[src/rtl/alu_exec_if.sv]
// Request/response bundle between ID/EX and the execute-stage ALU.
// The master issues operations and consumes results; the slave is the ALU.
interface alu_exec_if #(
  parameter int WIDTH   = 32,
  parameter int FUNCT_W = 6
);
  logic               in_valid;
  logic               in_ready;
  logic [1:0]         alu_op;
  logic [FUNCT_W-1:0] funct;
  logic [WIDTH-1:0]   a;
  logic [WIDTH-1:0]   b;
  logic               out_valid;
  logic               out_ready;
  logic [WIDTH-1:0]   result;
  logic               zero;
  logic [3:0]         op_code;
  logic               illegal;

  modport master (
    output in_valid, alu_op, funct, a, b, out_ready,
    input  in_ready, out_valid, result, zero, op_code, illegal
  );

  modport slave (
    input  in_valid, alu_op, funct, a, b, out_ready,
    output in_ready, out_valid, result, zero, op_code, illegal
  );
endinterface

[src/rtl/alu_exec_unit.sv]
// Execute-stage ALU: decodes ALUOp/funct, runs single-cycle ops or a
// WIDTH-cycle shift-add multiply, and holds the result under backpressure.
module alu_exec_unit #(
  parameter int WIDTH   = 32,
  parameter int FUNCT_W = 6
) (
  input  logic       clk,
  input  logic       rst,
  alu_exec_if.slave  bus
);
  localparam int CW = $clog2(WIDTH);

  localparam logic [3:0] OP_AND = 4'b0000;
  localparam logic [3:0] OP_OR  = 4'b0001;
  localparam logic [3:0] OP_ADD = 4'b0010;
  localparam logic [3:0] OP_SUB = 4'b0110;
  localparam logic [3:0] OP_SLT = 4'b0111;
  localparam logic [3:0] OP_MUL = 4'b1000;
  localparam logic [3:0] OP_NOR = 4'b1100;
  localparam logic [3:0] OP_ILL = 4'b1111;

  typedef enum logic {IDLE, BUSY} state_t;

  state_t           state_q, state_d;
  logic [CW-1:0]    cnt_q, cnt_d;
  logic [WIDTH-1:0] mcand_q, mcand_d;
  logic [WIDTH-1:0] mplier_q, mplier_d;
  logic [WIDTH-1:0] acc_q, acc_d;
  logic [WIDTH-1:0] res_q, res_d;
  logic             zero_q, zero_d;
  logic [3:0]       op_q, op_d;
  logic             ill_q, ill_d;
  logic             ovld_q, ovld_d;

  logic [3:0]       fn;
  logic [3:0]       dec_op;
  logic             dec_ill;
  logic [WIDTH-1:0] alu_res;
  logic             accept;

  assign fn = bus.funct[3:0];
  // Upper funct bits carry no meaning for this decoder.
  logic unused_funct;
  assign unused_funct = &{1'b0, bus.funct[FUNCT_W-1:4]};

  assign bus.in_ready  = !rst && (state_q == IDLE) && (!ovld_q || bus.out_ready);
  assign accept        = bus.in_valid && bus.in_ready;
  assign bus.out_valid = ovld_q;
  assign bus.result    = res_q;
  assign bus.zero      = zero_q;
  assign bus.op_code   = op_q;
  assign bus.illegal   = ill_q;

  always_comb begin
    dec_op  = OP_ILL;
    dec_ill = 1'b1;
    case (bus.alu_op)
      2'b00: begin dec_op = OP_ADD; dec_ill = 1'b0; end
      2'b01: begin dec_op = OP_SUB; dec_ill = 1'b0; end
      2'b10: begin
        dec_ill = 1'b0;
        case (fn)
          4'b0000: dec_op = OP_ADD;
          4'b0010: dec_op = OP_SUB;
          4'b0100: dec_op = OP_AND;
          4'b0101: dec_op = OP_OR;
          4'b0111: dec_op = OP_NOR;
          4'b1010: dec_op = OP_SLT;
          4'b1000: dec_op = OP_MUL;
          default: begin dec_op = OP_ILL; dec_ill = 1'b1; end
        endcase
      end
      default: begin dec_op = OP_ILL; dec_ill = 1'b1; end
    endcase
  end

  always_comb begin
    alu_res = '0;
    case (dec_op)
      OP_ADD:  alu_res = bus.a + bus.b;
      OP_SUB:  alu_res = bus.a - bus.b;
      OP_AND:  alu_res = bus.a & bus.b;
      OP_OR:   alu_res = bus.a | bus.b;
      OP_NOR:  alu_res = ~(bus.a | bus.b);
      OP_SLT:  alu_res = {{(WIDTH-1){1'b0}}, ($signed(bus.a) < $signed(bus.b))};
      default: alu_res = '0;
    endcase
  end

  always_comb begin
    state_d  = state_q;
    cnt_d    = cnt_q;
    mcand_d  = mcand_q;
    mplier_d = mplier_q;
    acc_d    = acc_q;
    res_d    = res_q;
    zero_d   = zero_q;
    op_d     = op_q;
    ill_d    = ill_q;
    ovld_d   = ovld_q;
    if (ovld_q && bus.out_ready) ovld_d = 1'b0;
    case (state_q)
      IDLE: begin
        if (accept) begin
          if (dec_op == OP_MUL) begin
            mcand_d  = bus.a;
            mplier_d = bus.b;
            acc_d    = '0;
            cnt_d    = '0;
            state_d  = BUSY;
          end else begin
            res_d  = alu_res;
            zero_d = (alu_res == '0);
            op_d   = dec_op;
            ill_d  = dec_ill;
            ovld_d = 1'b1;
          end
        end
      end
      BUSY: begin
        acc_d    = acc_q + (mplier_q[0] ? mcand_q : '0);
        mcand_d  = mcand_q << 1;
        mplier_d = mplier_q >> 1;
        cnt_d    = cnt_q + CW'(1);
        // Last iteration commits the accumulator including this cycle's add.
        if (cnt_q == CW'(WIDTH-1)) begin
          res_d   = acc_d;
          zero_d  = (acc_d == '0);
          op_d    = OP_MUL;
          ill_d   = 1'b0;
          ovld_d  = 1'b1;
          cnt_d   = '0;
          state_d = IDLE;
        end
      end
      default: state_d = IDLE;
    endcase
  end

  always_ff @(posedge clk) begin
    if (rst) begin
      state_q  <= IDLE;
      cnt_q    <= '0;
      mcand_q  <= '0;
      mplier_q <= '0;
      acc_q    <= '0;
      res_q    <= '0;
      zero_q   <= 1'b1;
      op_q     <= 4'b0000;
      ill_q    <= 1'b0;
      ovld_q   <= 1'b0;
    end else begin
      state_q  <= state_d;
      cnt_q    <= cnt_d;
      mcand_q  <= mcand_d;
      mplier_q <= mplier_d;
      acc_q    <= acc_d;
      res_q    <= res_d;
      zero_q   <= zero_d;
      op_q     <= op_d;
      ill_q    <= ill_d;
      ovld_q   <= ovld_d;
    end
  end
endmodule

[src/flat_wrapper.sv]
// flat-port wrapper written by rule: the top's interface ports become plain ports
module alu_exec_unit_flat 
#(
  parameter int WIDTH   = 32,
  parameter int FUNCT_W = 6
)
  (clk, rst, bus_in_valid, bus_alu_op, bus_funct, bus_a, bus_b, bus_out_ready, bus_in_ready, bus_out_valid, bus_result, bus_zero, bus_op_code, bus_illegal);
  alu_exec_if #(.WIDTH(WIDTH), .FUNCT_W(FUNCT_W)) bus_i ();
  input  logic clk;
  input  logic rst;
  input wire logic [$bits(bus_i.in_valid)-1:0] bus_in_valid;
  input wire logic [$bits(bus_i.alu_op)-1:0] bus_alu_op;
  input wire logic [$bits(bus_i.funct)-1:0] bus_funct;
  input wire logic [$bits(bus_i.a)-1:0] bus_a;
  input wire logic [$bits(bus_i.b)-1:0] bus_b;
  input wire logic [$bits(bus_i.out_ready)-1:0] bus_out_ready;
  output wire logic [$bits(bus_i.in_ready)-1:0] bus_in_ready;
  output wire logic [$bits(bus_i.out_valid)-1:0] bus_out_valid;
  output wire logic [$bits(bus_i.result)-1:0] bus_result;
  output wire logic [$bits(bus_i.zero)-1:0] bus_zero;
  output wire logic [$bits(bus_i.op_code)-1:0] bus_op_code;
  output wire logic [$bits(bus_i.illegal)-1:0] bus_illegal;
  assign bus_i.in_valid = bus_in_valid;
  assign bus_i.alu_op = bus_alu_op;
  assign bus_i.funct = bus_funct;
  assign bus_i.a = bus_a;
  assign bus_i.b = bus_b;
  assign bus_i.out_ready = bus_out_ready;
  assign bus_in_ready = bus_i.in_ready;
  assign bus_out_valid = bus_i.out_valid;
  assign bus_result = bus_i.result;
  assign bus_zero = bus_i.zero;
  assign bus_op_code = bus_i.op_code;
  assign bus_illegal = bus_i.illegal;
  alu_exec_unit #(.WIDTH(WIDTH), .FUNCT_W(FUNCT_W)) u_core (.clk(clk), .rst(rst), .bus(bus_i));
endmodule
[config.mk]
export PLATFORM = sky130hd
export DESIGN_NAME = alu_exec_unit_flat
export DESIGN_NICKNAME = d
export VERILOG_FILES = /design/src/rtl/alu_exec_if.sv /design/src/rtl/alu_exec_unit.sv /design/src/flat_wrapper.sv
export SDC_FILE = /design/constraint.sdc
export NUM_CORES = 1
export LEC_CHECK = 0
export BUFFER_PORTS_ARGS = -buffer_cell sky130_fd_sc_hd__buf_2
export CAP_MARGIN = 10
export CORE_UTILIZATION = 56
export DETAILED_ROUTE_END_ITERATION = 8
export GPL_TIMING_DRIVEN = 0
export PLACE_DENSITY = 0.83
export SLEW_MARGIN = 20
export SYNTH_ARGS = -nofsm -noshare
export SYNTH_HDL_FRONTEND = slang
export SYNTH_SLANG_ARGS = --single-unit
[constraint.sdc]
create_clock -name clk -period 3.34 [get_ports clk]
set_input_delay 0.167 -clock clk [delete_from_list [all_inputs] [get_ports clk]]
set_output_delay 0.167 -clock clk [all_outputs]
set_load 0.05 [all_outputs]
==> results.txt <==
average wire per standard cell -> 23.9 um
drt first pass iters -> 8
TNS Setup -> -0.350 ns
Clock transition at path regs -> 0.06 ns
CTS tree -> yes
Core Area -> 0.0234 mm2
Skew-Pair Late Insertion Delay -> 0.44 ns
routability congestion estimate -> 1.04
die area -> 0.0244 mm2
slowest CP cell -> or4_4
Relative slew margins -> 35.7%
Post-synth EDFFs -> 0
fin worst setup slack -> -0.158 ns
pwr dens -> 336 mW/mm2
largest net degree at the start of global routing -> 17
Req. time, crit path -> 3.71 ns
internal power -> 0.00325 W
power share of the combinational group -> 30.8%
dpl ws -> -1.40 ns
Starting Density -> 57.0%
syn_nets -> 2046
startpoint types -> input pin
Final min period -> 3.50 ns
H-tree depth -> 4
via count -> 15700
critical path capture point type -> flop
worst min path class -> input pin to flop
Critical Path Fanout Max -> 7
total CTS buffers -> 17
remaining antenna violation count -> 0
commonest non-fill, non-tap cells in the layout -> nand2_1 (205), a21oi_1 (186), nor2_1 (166)
Peak VDD IR -> 0.272 mV
std cell rows -> 56
Sequential Power Share -> 32.5%
io pins -> 116
syn avg cell area -> 7.29 um2
most common cell after layout, fill and taps aside -> nand2_1
fmax -> 286 MHz
share of the synthesized area in the top cell type -> 21.2%
RSZ-0062 raised after global routing -> true
Top FF cell, synth -> dfxtp_1
routed wire length -> 55.3 mm
CP cell instances -> buf_12 -> inv_6 -> ha_4 -> inv_2 -> fa_2 -> nand2b_4 -> a2111oi_4 -> or4_4 -> a22oi_4 -> nand2_2 -> mux2_4 -> a311o_1 -> a211oi_2 -> nand4_1 -> or4_1 -> o21ai_1
CTS Sinks -> 141
PortBufs -> 108
Worst Skew -> 0.0109 ns
Mapped Cells -> 1831
max-cap viol count -> 0
first-pass GRT wire length -> 83.3 mm
Final #Nets -> 2195
antenna violations before repair -> 2
failing checks -> negative setup slack
final setup vio count -> 5
leak pwr -> 6.52 nW
Final HPWL DP -> 41.7 mm
switching share of power -> 39.1%
CTS max path bufs -> 2
CTS root buffer -> clkbuf_16
Clock power frac -> 36.6%
asr flop ratio synth -> 0%
Die Width -> 156 um
first-iteration detailed-routing DRC count -> 2283
Die Y-Extent -> 156 um
Seq/Total Area, Yosys -> 21.2%
synth top area cells -> dfxtp_1 (21%), ha_1 (13%), a21oi_1 (7.3%)
global route total overflow -> 0
Least-Margin Pin Slew -> 0.965 ns
Remaining DRCs -> 0
share of layout cells above drive strength 1 -> 16.9%
P&R area growth vs syn -> 19.2%
Final Max Slew Viols -> 0
Yosys cell types -> 90
Final Cycle Share -> 105%
cts hold-fix bufs -> 0
Net Sw Power -> 0.00209 W
final core occ -> 67.9%
vias in the first global route -> 14300
worst setup path class -> input pin to flop
status -> finished with violations
post-DR vias/cell -> 6.79
Final Hold Fails -> 0
Arr. time, crit path -> 3.86 ns
Total GRT Usage -> 45.1%
Netlist Area Pre-Place -> 0.0133 mm2
Yosys reg bits -> 141
area leader, netlist -> dfxtp_1
Yosys warnings -> 0
crit-path max cell delay -> 0.61 ns
[final timing paths]
kind                              start               endpoint  slack, ns  depth (start not counted)
hold / removal                bus_b[31]    u_core.mplier_q[31]       0.02                          3
setup reg to reg     u_core.mplier_q[0]        u_core.bus.zero      -0.15                         15
setup / recovery               bus_a[0]        u_core.bus.zero      -0.16                         16
hold reg to reg   u_core.bus.result[25]  u_core.bus.result[25]       0.45                          2
[registers in the layout, summed over array words and instances, names as in the netlist]
signal and flops:
u_core.state_q 1, u_core.bus.zero 1, u_core.bus.illegal 1, u_core.mcand_q 32, u_core.cnt_q 5, u_core.mplier_q 32
u_core.acc_q 32, u_core.bus.op_code 4, u_core.bus.out_valid 1, u_core.bus.result 32
[layer usage]
metal / GRT usage, % / part of all wire (%) / up-vias
met2: 66.6 / 42 / 1092
li1: - / - / 7047
met1: 59.7 / 40 / 7365
met4: 26.7 / 6.4 / 2
met3: 10.3 / 12 / 203
met5: 0 / 0.022 / -
[Yosys cell counts (all sizes together), types with 12 or more instances]
master	count
nand2	207
a21oi	194
nor2	171
dfxtp	141
ha	136
inv	118
clkbuf	100
o21ai	85
a22oi	74
and2	41
nand3	31
nor3	31
a211oi	29
a21o	26
a221oi	26
o21a	24
a31oi	23
a221o	22
and3	22
buf	21
o211ai	21
xnor2	20
o31ai	16
nand4	15
nand2b	14
nor2b	14
nor4	14
a211o	12
[power by group through the flow]
| stage | combinational [W] | clock [W] | sequential [W] |
|---|---|---|---|
| finish | 0.00165 | 0.00196 | 0.00174 |
| global route | 0.00173 | 0.00202 | 0.00174 |
| CTS | 0.00156 | 0.00194 | 0.00173 |
| detailed placement | 0.00146 | 0 | 0.00177 |
| global placement | 0.00145 | 0 | 0.00177 |
| floorplan | 0.000871 | 0 | 0.00188 |
[stage by stage]
step	total power, W	instance area, um2	hold WS [ns]	cells
after floorplan	0.00275	13400	0.304	1831
after global placement	0.00322	14300	0.430	2258
after detailed placement	0.00323	14300	0.441	2258
after CTS	0.00523	15700	0.0185	2307
after global routing	0.00549	15900	0.0304	2312
final	0.00534	15900	0.0247	2314
[logic make-up after synthesis]
logic type	Yosys count	share of synthesized area, %
xor+xnor	31	2.04
fa+ha+maj	140	13.3
buf+inv	240	6.90
compound gates	673	35.0
mux	12	0.910
simple gates	594	20.7
flops	141	21.2
[worst max-delay path, delay by kind of cell]
kind / cells / cell delay [ns]
buf+inv: 3 / 0.20
fa+ha+maj: 2 / 0.50
compound gates: 5 / 1.17
simple gates: 5 / 1.51
mux: 1 / 0.31
[final cells by class]
cell class	count	area [um2]
flip-flops and latches	141	2830
multi-input cells	1450	10400
clock inverters	14	123
fillers	2140	7510
well taps	319	399
clock buffers	18	439
inverters	119	452
plain buffers	113	500
repair buffers	138	790
diodes	2	5.00
[repair_timing]
item | 4_1_cts | 5_1_grt
pin swaps | 30 | 25
endpoints found under the setup margin | 36 | 12
gates cloned | 1 | 0
gates resized for setup | 154 | 39
setup buffers | 24 | 5
Note: power is estimated with default switching activity, not from simulation.
